`src/rtl/msrv32_ifetch_unit_if.sv`:
```
// Fetch-side bundle: PC/flush from the pipeline, instruction-memory request/response,
// and the decoded-instruction handshake towards decode.
interface msrv32_ifetch_unit_if;
    logic [31:0] pc_in;
    logic        flush_in;
    logic        imem_req_out;
    logic [31:0] imem_addr_out;
    logic        imem_gnt_in;
    logic        imem_rvalid_in;
    logic [31:0] imem_rdata_in;
    logic        pc_advance_out;
    logic        instr_valid_out;
    logic [31:0] instr_out;
    logic [31:0] instr_pc_out;
    logic        instr_ready_in;
    logic        misaligned_out;

    modport master (
        input  pc_in, flush_in, imem_gnt_in, imem_rvalid_in, imem_rdata_in, instr_ready_in,
        output imem_req_out, imem_addr_out, pc_advance_out, instr_valid_out, instr_out,
               instr_pc_out, misaligned_out
    );

    modport slave (
        output pc_in, flush_in, imem_gnt_in, imem_rvalid_in, imem_rdata_in, instr_ready_in,
        input  imem_req_out, imem_addr_out, pc_advance_out, instr_valid_out, instr_out,
               instr_pc_out, misaligned_out
    );
endinterface

```
`src/rtl/msrv32_ifetch_unit.sv`:
```
// Instruction-fetch front end: credit-limited imem requests, PC tag queue, response FIFO
// towards decode, and flush handling that drains responses still in flight.
module msrv32_ifetch_unit_chk #(
    parameter int unsigned DEPTH = 2,
    parameter int unsigned CW    = 2
) (
    input logic          clk_in,
    input logic          rst_in,
    input logic          push_s,
    input logic [CW-1:0] fifo_count_q
);
    // A push into a full FIFO means the credit accounting has broken
    always @(posedge clk_in) begin
        if (!rst_in) begin
            assert (!(push_s && (fifo_count_q >= CW'(DEPTH))));
        end
    end
endmodule

module msrv32_ifetch_unit #(
    parameter int unsigned DEPTH     = 2,
    parameter logic [31:0] BOOT_ADDR = 32'h0000_0000
) (
    input logic                  clk_in,
    input logic                  rst_in,
    msrv32_ifetch_unit_if.master bus
);
    localparam int unsigned AW      = (DEPTH > 1) ? $clog2(DEPTH) : 1;
    localparam int unsigned CW      = AW + 1;
    localparam logic [CW:0] DEPTH_C = (CW+1)'(DEPTH);
    localparam logic [31:0] NOP     = 32'h0000_0013;

    typedef enum logic {ST_RUN = 1'b0, ST_DRAIN = 1'b1} state_e;

    state_e        state_q, state_d;
    logic [CW-1:0] outstanding_q, outstanding_d;
    logic [CW-1:0] discard_q, discard_d;
    logic [CW-1:0] fifo_count_q, fifo_count_d;
    logic [AW-1:0] tag_wr_q, tag_wr_d, tag_rd_q, tag_rd_d;
    logic [AW-1:0] wr_ptr_q, wr_ptr_d, rd_ptr_q, rd_ptr_d;
    logic          misaligned_q, misaligned_d;
    logic [31:0]   tag_pc_q     [DEPTH];
    logic [31:0]   tag_pc_d     [DEPTH];
    logic [31:0]   fifo_instr_q [DEPTH];
    logic [31:0]   fifo_instr_d [DEPTH];
    logic [31:0]   fifo_pc_q    [DEPTH];
    logic [31:0]   fifo_pc_d    [DEPTH];

    logic [CW:0]   credit_used_s;
    logic [CW-1:0] out_next_s;
    logic          req_s, grant_s, rv_ok_s, push_s, drop_s, pop_s, valid_s;

    assign credit_used_s = {1'b0, outstanding_q} + {1'b0, fifo_count_q};
    assign valid_s       = (fifo_count_q != CW'(0));

    // Request qualification and per-cycle event strobes
    always_comb begin
        req_s = 1'b0;
        if (!rst_in && (state_q == ST_RUN) && (bus.pc_in[1:0] == 2'b00) && !misaligned_q &&
            !bus.flush_in && (credit_used_s < DEPTH_C)) begin
            req_s = 1'b1;
        end else begin
            req_s = 1'b0;
        end
        grant_s    = req_s & bus.imem_gnt_in;
        rv_ok_s    = bus.imem_rvalid_in && (outstanding_q != CW'(0));
        // A response landing in the flush cycle is stale and never enters the FIFO
        push_s     = rv_ok_s && (discard_q == CW'(0)) && !bus.flush_in;
        drop_s     = rv_ok_s && (discard_q != CW'(0));
        pop_s      = valid_s && bus.instr_ready_in && !bus.flush_in;
        out_next_s = outstanding_q + CW'(grant_s) - CW'(rv_ok_s);
    end

    // FSM next state: discard counts responses still owed to a redirected stream
    always_comb begin
        state_d       = state_q;
        discard_d     = discard_q;
        outstanding_d = out_next_s;
        if (bus.flush_in) begin
            discard_d = out_next_s;
            state_d   = (out_next_s != CW'(0)) ? ST_DRAIN : ST_RUN;
        end else begin
            discard_d = drop_s ? (discard_q - CW'(1)) : discard_q;
            case (state_q)
                ST_RUN:   state_d = ST_RUN;
                ST_DRAIN: state_d = (discard_d == CW'(0)) ? ST_RUN : ST_DRAIN;
                default:  state_d = ST_RUN;
            endcase
        end
    end

    // Tag queue, instruction FIFO and sticky misalign flag
    always_comb begin
        tag_pc_d     = tag_pc_q;
        tag_wr_d     = tag_wr_q;
        tag_rd_d     = tag_rd_q;
        fifo_instr_d = fifo_instr_q;
        fifo_pc_d    = fifo_pc_q;
        wr_ptr_d     = wr_ptr_q;
        rd_ptr_d     = rd_ptr_q;
        fifo_count_d = fifo_count_q;
        misaligned_d = misaligned_q;
        if (grant_s) begin
            tag_pc_d[tag_wr_q] = bus.pc_in;
            tag_wr_d           = tag_wr_q + AW'(1);
        end else begin
            tag_wr_d = tag_wr_q;
        end
        if (rv_ok_s) begin
            tag_rd_d = tag_rd_q + AW'(1);
        end else begin
            tag_rd_d = tag_rd_q;
        end
        if (bus.flush_in) begin
            wr_ptr_d     = AW'(0);
            rd_ptr_d     = AW'(0);
            fifo_count_d = CW'(0);
            misaligned_d = 1'b0;
        end else begin
            if (push_s) begin
                fifo_instr_d[wr_ptr_q] = bus.imem_rdata_in;
                fifo_pc_d[wr_ptr_q]    = tag_pc_q[tag_rd_q];
                wr_ptr_d               = wr_ptr_q + AW'(1);
            end else begin
                wr_ptr_d = wr_ptr_q;
            end
            if (pop_s) begin
                rd_ptr_d = rd_ptr_q + AW'(1);
            end else begin
                rd_ptr_d = rd_ptr_q;
            end
            fifo_count_d = fifo_count_q + CW'(push_s) - CW'(pop_s);
            if ((state_q == ST_RUN) && (bus.pc_in[1:0] != 2'b00) &&
                (fifo_count_q == CW'(0)) && (outstanding_q == CW'(0))) begin
                misaligned_d = 1'b1;
            end else begin
                misaligned_d = misaligned_q;
            end
        end
    end

    // Control registers
    always_ff @(posedge clk_in or posedge rst_in) begin
        if (rst_in) begin
            state_q       <= ST_RUN;
            outstanding_q <= CW'(0);
            discard_q     <= CW'(0);
            fifo_count_q  <= CW'(0);
            tag_wr_q      <= AW'(0);
            tag_rd_q      <= AW'(0);
            wr_ptr_q      <= AW'(0);
            rd_ptr_q      <= AW'(0);
            misaligned_q  <= 1'b0;
        end else begin
            state_q       <= state_d;
            outstanding_q <= outstanding_d;
            discard_q     <= discard_d;
            fifo_count_q  <= fifo_count_d;
            tag_wr_q      <= tag_wr_d;
            tag_rd_q      <= tag_rd_d;
            wr_ptr_q      <= wr_ptr_d;
            rd_ptr_q      <= rd_ptr_d;
            misaligned_q  <= misaligned_d;
        end
    end

    // Payload storage; validity is tracked by the counters above
    always_ff @(posedge clk_in) begin
        tag_pc_q     <= tag_pc_d;
        fifo_instr_q <= fifo_instr_d;
        fifo_pc_q    <= fifo_pc_d;
    end

    assign bus.imem_req_out    = req_s;
    assign bus.imem_addr_out   = bus.pc_in;
    assign bus.pc_advance_out  = grant_s;
    assign bus.instr_valid_out = valid_s;
    assign bus.instr_out       = valid_s ? fifo_instr_q[rd_ptr_q] : NOP;
    assign bus.instr_pc_out    = valid_s ? fifo_pc_q[rd_ptr_q] : BOOT_ADDR;
    assign bus.misaligned_out  = misaligned_q;

    msrv32_ifetch_unit_chk #(.DEPTH(DEPTH), .CW(CW)) u_chk (
        .clk_in       (clk_in),
        .rst_in       (rst_in),
        .push_s       (push_s),
        .fifo_count_q (fifo_count_q)
    );
endmodule

```
`src/flat_wrapper.sv`:
```
// flat-port wrapper written by rule: the top's interface ports become plain ports
module msrv32_ifetch_unit_flat 
#(
    parameter int unsigned DEPTH     = 2,
    parameter logic [31:0] BOOT_ADDR = 32'h0000_0000
)
  (clk_in, rst_in, bus_pc_in, bus_flush_in, bus_imem_gnt_in, bus_imem_rvalid_in, bus_imem_rdata_in, bus_instr_ready_in, bus_imem_req_out, bus_imem_addr_out, bus_pc_advance_out, bus_instr_valid_out, bus_instr_out, bus_instr_pc_out, bus_misaligned_out);
  msrv32_ifetch_unit_if bus_i ();
  input logic clk_in;
  input logic rst_in;
  input wire logic [$bits(bus_i.pc_in)-1:0] bus_pc_in;
  input wire logic [$bits(bus_i.flush_in)-1:0] bus_flush_in;
  input wire logic [$bits(bus_i.imem_gnt_in)-1:0] bus_imem_gnt_in;
  input wire logic [$bits(bus_i.imem_rvalid_in)-1:0] bus_imem_rvalid_in;
  input wire logic [$bits(bus_i.imem_rdata_in)-1:0] bus_imem_rdata_in;
  input wire logic [$bits(bus_i.instr_ready_in)-1:0] bus_instr_ready_in;
  output wire logic [$bits(bus_i.imem_req_out)-1:0] bus_imem_req_out;
  output wire logic [$bits(bus_i.imem_addr_out)-1:0] bus_imem_addr_out;
  output wire logic [$bits(bus_i.pc_advance_out)-1:0] bus_pc_advance_out;
  output wire logic [$bits(bus_i.instr_valid_out)-1:0] bus_instr_valid_out;
  output wire logic [$bits(bus_i.instr_out)-1:0] bus_instr_out;
  output wire logic [$bits(bus_i.instr_pc_out)-1:0] bus_instr_pc_out;
  output wire logic [$bits(bus_i.misaligned_out)-1:0] bus_misaligned_out;
  assign bus_i.pc_in = bus_pc_in;
  assign bus_i.flush_in = bus_flush_in;
  assign bus_i.imem_gnt_in = bus_imem_gnt_in;
  assign bus_i.imem_rvalid_in = bus_imem_rvalid_in;
  assign bus_i.imem_rdata_in = bus_imem_rdata_in;
  assign bus_i.instr_ready_in = bus_instr_ready_in;
  assign bus_imem_req_out = bus_i.imem_req_out;
  assign bus_imem_addr_out = bus_i.imem_addr_out;
  assign bus_pc_advance_out = bus_i.pc_advance_out;
  assign bus_instr_valid_out = bus_i.instr_valid_out;
  assign bus_instr_out = bus_i.instr_out;
  assign bus_instr_pc_out = bus_i.instr_pc_out;
  assign bus_misaligned_out = bus_i.misaligned_out;
  msrv32_ifetch_unit #(.DEPTH(DEPTH), .BOOT_ADDR(BOOT_ADDR)) u_core (.clk_in(clk_in), .rst_in(rst_in), .bus(bus_i));
endmodule
```
`config.mk`:
```
export PLATFORM = sky130hd
export DESIGN_NAME = msrv32_ifetch_unit_flat
export DESIGN_NICKNAME = d
export VERILOG_FILES = /design/src/rtl/msrv32_ifetch_unit_if.sv /design/src/rtl/msrv32_ifetch_unit.sv /design/src/flat_wrapper.sv
export SDC_FILE = /design/constraint.sdc
export NUM_CORES = 1
export LEC_CHECK = 0
export CORE_ASPECT_RATIO = 0.9
export CORE_UTILIZATION = 35
export CTS_CLUSTER_SIZE = 14
export DETAILED_ROUTE_END_ITERATION = 10
export PLACE_DENSITY = 0.65
export SLEW_MARGIN = 40
export SYNTH_ARGS = -nofsm -noshare
export SYNTH_HDL_FRONTEND = slang
export SYNTH_SLANG_ARGS = --single-unit
```
`constraint.sdc`:
```
create_clock -name clk_in -period 9.8 [get_ports clk_in]
set_input_delay 2.45 -clock clk_in [delete_from_list [all_inputs] [get_ports clk_in]]
set_output_delay 2.45 -clock clk_in [all_outputs]
set_load 0.05 [all_outputs]
```
==> results of run 1 <==
worst max-delay path, stage by stage:
cell	delay, ns
clkdlybuf4s50_1	0.64
nor4_4	0.41
nand3_2	0.18
inv_1	0.09
clkdlybuf4s50_1	0.82
cells in the mapped netlist, drive strengths merged:
library cell / n / share of area [%]
ha: 5 / 0.77
nor3b: 1 / 0.093
o211ai: 1 / 0.093
xnor2: 2 / 0.22
a31oi: 2 / 0.15
fa: 1 / 0.25
o21ai: 6 / 0.42
a21oi: 1 / 0.062
and2b: 1 / 0.11
nor3: 1 / 0.062
or3: 2 / 0.15
dfrtp: 12 / 3.7
mux2: 32 / 4.4
nand2: 4 / 0.19
and2: 4 / 0.34
nor2b: 1 / 0.077
mux2i: 64 / 7.9
inv: 12 / 0.56
and3: 1 / 0.077
o311ai: 1 / 0.11
xor2: 3 / 0.32
edfxtp: 192 / 71
clkbuf: 4 / 0.19
o2111ai: 1 / 0.11
xor3: 1 / 0.31
nor4: 2 / 0.53
buf: 46 / 4.1
nand3: 1 / 0.12
o211a: 1 / 0.12
nor2: 70 / 3.3
state kept, by name, summed over array words and instances, names as in the netlist:
register and count:
u_core.fifo_instr_q 64, u_core.fifo_pc_q 64, u_core.tag_pc_q 64, u_core.discard_q 2, u_core.fifo_count_q 2, u_core.outstanding_q 2, u_core.bus.misaligned_out 1, u_core.rd_ptr_q 1
u_core.state_q 1, u_core.tag_rd_q 1, u_core.tag_wr_q 1, u_core.wr_ptr_q 1
power breakdown:
group          switching, W  leakage [nW]  internal [W]  total (W)
Combinational      0.000347          1.26      0.000232   0.000579
Clock              0.000307         0.335      0.000479   0.000786
Sequential        0.0000641          1.88       0.00103    0.00109
Total              0.000718          3.47       0.00174    0.00245
through the flow:
step | util (%) | hold slack [ns] | cell area [sq um] | setup slack, ns | std cells
after global routing | 47.1 | 0.565 | 10600 | 2.66 | 937
after detailed placement | 44.0 | 0.544 | 9930 | 2.76 | 897
after global placement | 43.7 | 0.536 | 9870 | 2.84 | 894
final | 47.1 | 0.551 | 10600 | 2.76 | 937
after CTS | 47.0 | 0.555 | 10600 | 2.75 | 937
after floorplan | - | 0.460 | 8100 | 3.59 | 475
layout make-up:
class | instances | area (sq um) | area share (%)
multi-input cells | 209 | 1670 | 15.7
well taps | 297 | 372 | 3.50
flip-flops and latches | 204 | 6070 | 57.2
clock inverters | 11 | 95.1 | 0.895
repair buffers | 175 | 1770 | 16.6
clock buffers | 29 | 598 | 5.63
inverters | 12 | 45.0 | 0.424
how the worst min path moves through the flow:
stage	to	slack (ns)	cells after the start
6_report	u_core.tag_wr_q	0.55	1
3_5_place_dp	u_core.tag_wr_q	0.54	1
2_1_floorplan	u_core.tag_wr_q	0.46	1
3_3_place_gp	u_core.tag_wr_q	0.54	1
4_1_cts	u_core.tag_wr_q	0.55	1
5_1_grt	u_core.tag_wr_q	0.57	1
per-layer routing:
layer	routed length, um	vias up	track usage [%]
li1	-	2028	-
met1	6590	2085	16.5
met2	7520	139	22.7
met3	827	32	2.61
met4	436	0	4.39
met5	0	-	0
logic make-up after synthesis:
| logic type | Yosys count |
|---|---|
| adder cells (fa/ha/maj) | 6 |
| AND/OR/NAND/NOR | 88 |
| multiplexers | 96 |
| XOR/XNOR | 6 |
| buffers and inverters | 62 |
| AO/OA/AOI/OAI | 13 |
| flip-flops | 204 |
==> flow_summary.json, run 1 <==
{
  "required_ns": 7.35,
  "antenna_found_initial": 0,
  "drive_above_1_share_pct": 12.2,
  "endpoint": "bus_pc_advance_out",
  "synth_cell_types": 35,
  "setup_tns_ns": 0,
  "p_leak_nw": 3.47,
  "setup_violations": 0,
  "clock_path_buffers": 3,
  "synth_top_family_by_area": "multiplexers",
  "crit_start": "bus_flush_in",
  "n_antenna_cell": 0,
  "areaGrowthSynthToFinish_pct": 31.1,
  "clock-sinks": 204,
  "filler_cell_count": 1939,
  "initial_core_util_pct": 35.9,
  "synth.yosys.seq_area_share_pct": 74.9,
  "critPathCaptureType": "output pin",
  "hold_viol": 0,
  "core_sq_um": 22600,
  "criticalPathCategory": "in2out",
  "slew_violations": 0,
  "synth-xor-area-share_pct": 0.849,
  "cp_max_fo": 10,
  "yosys_warnings": 0,
  "postCtsResizedCells": 0,
  "synth-simple-area-share_pct": 5.02,
  "power.density_nw_per_um2": 231,
  "reg2reg_to": "u_core.state_q",
  "die_w_um": 162,
  "syn_area_sq_um": 8100,
  "die_height_um": 146,
  "holdBufCountCts": 0,
  "clock_skew_ns": 0.00979,
  "drtAntennaViolNets": 0,
  "drtPass1Iterations": 4,
  "wl_um": 15400,
  "fp-row-count": 52,
  "clk_latency_ns": 0.49,
  "status": "complete, no violations",
  "syn-mean-instance-area_sq_um": 17.1,
  "root_buffer": "clkbuf_16",
  "numCtsBuffers": 22,
  "wire_per_inst_um": 16.4,
  "grt_use_total_pct": 13.2,
  "reg2reg_depth": 10,
  "fmax_ghz": 0.142,
  "io_pins": 170,
  "drc_errors": 0,
  "cap_violations": 0,
  "finalPower_w": 0.00245,
  "hp-class": "reg2reg",
  "gp_congestion": 0.771,
  "rsz0062_at_grt": "false",
  "peakVddDrop_v": 0.000124,
  "postSynthCellCount": 475,
  "hp-start": "u_core.tag_wr_q",
  "via_count": 4284,
  "dieArea_sq_um": 23800,
  "clk_pin_slew_ns": 0.06,
  "worstReg2RegStart": "u_core.outstanding_q[0]",
  "overflow": 0,
  "max_slew_margin_pct": 50.6,
  "worst_pin_slew_ns": 0.741,
  "start_kind": "input pin",
  "synth_seq_cells": 204,
  "synthAdderAreaFrac_pct": 1.02,
  "initialDrtViolationCount": 187,
  "synth_mux_area_share_pct": 12.4,
  "hpwl_um": 9370,
  "reg2reg_slack_ns": 7.18,
  "cp.arrival_ns": 4.59,
  "nets": 700,
  "synth_compound_area_share_pct": 1.07,
  "first_global_vias": 4513,
  "cts_tree": "done",
  "layout_common_cells": "edfxtp_1 (192), clkdlybuf4s50_1 (169), nor2_1 (68), mux2i_1 (64), mux2_2 (32)",
  "viasPerCell": 4.57,
  "cts_setup_buffers": 0,
  "numPortBuffers": 169,
  "period_needed_ns": 7.04,
  "syn_nets": 551,
  "timing.final.crit_share_pct": 71.8,
  "grt_max_degree": 65,
  "grt_pass1_wl_um": 24300,
  "htreeDepth": 1,
  "final_common_cell": "edfxtp_1"
}
No activity file was read; power rests on OpenSTA's default activity.
==> inputs of run 2 (changes only) <==
==> constraint.sdc (replaced) <==
create_clock -name clk_in -period 6.9 [get_ports clk_in]
set_input_delay 1.725 -clock clk_in [delete_from_list [all_inputs] [get_ports clk_in]]
set_output_delay 1.725 -clock clk_in [all_outputs]
set_load 0.05 [all_outputs]
==> flow_summary.json, run 2 (synthesized netlist as in run 1, its figures left out) <==
{
  "antenna_found_initial": 0,
  "reg2reg_slack_ns": 4.06,
  "clock_skew_ns": 0.0106,
  "hp-class": "reg2reg",
  "worstReg2RegStart": "u_core.discard_q[0]",
  "wl_um": 15400,
  "cpMostUsedCell": "clkdlybuf4s50_1",
  "status": "complete, no violations",
  "numPortBuffers": 169,
  "rsz0062_at_grt": "false",
  "first_global_vias": 4534,
  "filler_cell_count": 1932,
  "areaGrowthSynthToFinish_pct": 31.8,
  "drc_errors": 0,
  "clock-sinks": 204,
  "crit_chain": "clkdlybuf4s50_1 -> nor4_4 -> nand3_2 -> inv_1 -> clkdlybuf4s50_1",
  "n_antenna_cell": 0,
  "fp-row-count": 52,
  "clock_path_buffers": 3,
  "power.density_nw_per_um2": 332,
  "postCtsResizedCells": 0,
  "grt_pass1_wl_um": 24300,
  "crit_start": "bus_flush_in",
  "core_sq_um": 22600,
  "timing.final.crit_share_pct": 81.0,
  "hold_viol": 0,
  "cts_tree": "done",
  "cp_max_fo": 10,
  "hpwl_um": 9730,
  "holdBufCountCts": 0,
  "critPathCaptureType": "output pin",
  "via_count": 4291,
  "top_regs": "u_core.fifo_instr_q x64, u_core.fifo_pc_q x64, u_core.tag_pc_q x64",
  "overflow": 0,
  "criticalPathCategory": "in2out",
  "clk_latency_ns": 0.49,
  "worst_pin_slew_ns": 0.800,
  "slowest_delay_ns": 0.80,
  "max_slew_margin_pct": 46.6,
  "fin_ws_ns": 1.31,
  "cp_slowest_cell": "clkdlybuf4s50_1",
  "peakVddDrop_v": 0.000205,
  "viasPerCell": 4.58,
  "final_common_cell": "edfxtp_1",
  "period_needed_ns": 5.59,
  "drtPass1Iterations": 4,
  "initialDrtViolationCount": 226,
  "p_leak_nw": 3.49,
  "clk_pin_slew_ns": 0.06,
  "holdWs_ns": 0.560,
  "layout_common_cells": "edfxtp_1 (192), clkdlybuf4s50_1 (169), nor2_1 (68), mux2i_1 (64), mux2_2 (32)",
  "gp_congestion": 0.747,
  "numCtsBuffers": 22,
  "drtAntennaViolNets": 0,
  "die_height_um": 146,
  "hp-start": "u_core.tag_pc_q[34]",
  "initial_core_util_pct": 35.9,
  "root_buffer": "clkbuf_16",
  "setup_violations": 0,
  "slew_violations": 0,
  "setup_tns_ns": 0,
  "die_w_um": 162,
  "htreeDepth": 1,
  "cap_violations": 0,
  "drive_above_1_share_pct": 13.3,
  "dieArea_sq_um": 23800,
  "cts_setup_buffers": 0,
  "cp.arrival_ns": 3.87,
  "wire_per_inst_um": 16.4,
  "utilization_pct": 47.3,
  "nets": 701,
  "start_kind": "input pin",
  "required_ns": 5.18,
  "grt_max_degree": 47,
  "preCtsSetupSlack_ns": 1.31,
  "io_pins": 170,
  "fmax_ghz": 0.179,
  "grt_use_total_pct": 13.1
}
-- run 2: changes by cell type in the layout (fill, tap and decap cells not counted), sizes merged --
cell | before | now
clkbuf | 29 | 27
clkinv | 9 | 6
buf | 6 | 7
clkinvlp | 0 | 2
bufinv | 2 | 3
-- run 2: final timing paths --
kind,end,cells after the start
min in group asynchronous,u_core.state_q,2
max reg2reg,u_core.fifo_instr_q[32],5
min reg2reg,u_core.fifo_pc_q[34],1
max,bus_pc_advance_out,5
min,u_core.fifo_pc_q[34],1
max in group asynchronous,u_core.rd_ptr_q,2
-- run 2: through the flow --
step           instance area, sq um  total power (W)  cells
2_1_floorplan                  8100          0.00214    475
3_3_place_gp                   9860          0.00238    893
3_5_place_dp                   9960          0.00241    898
4_1_cts                       10700          0.00359    936
5_1_grt                       10700          0.00369    936
6_report                      10700          0.00354    936
-- run 2: worst max-delay path, delay by kind of cell --
family | cells | cell delay [ns]
AND/OR/NAND/NOR | 2 | 0.61
buffers and inverters | 3 | 1.54
-- run 2: area by class of cell --
class | count | area, sq um | area share, %
Timing Repair Buffer | 176 | 1800 | 16.8
Sequential cell | 204 | 6070 | 56.9
Multi-Input combinational cell | 209 | 1670 | 15.7
Tap cell | 297 | 372 | 3.48
Clock buffer | 27 | 591 | 5.53
Inverter | 12 | 45.0 | 0.422
Clock inverter | 11 | 133 | 1.24
-- run 2: report_power, final --
part / switching (W) / internal, W
logic: 0.000501 / 0.000334
clock network: 0.000446 / 0.000718
registers: 0.0000885 / 0.00146
-- run 2: per-layer routing --
| layer | wire length (um) | vias to the layer above | track usage, % |
|---|---|---|---|
| li1 | - | 2027 | - |
| met1 | 6830 | 2097 | 17.4 |
| met2 | 7350 | 143 | 21.9 |
| met3 | 887 | 24 | 2.59 |
| met4 | 328 | 0 | 3.54 |
| met5 | 0 | - | 0 |
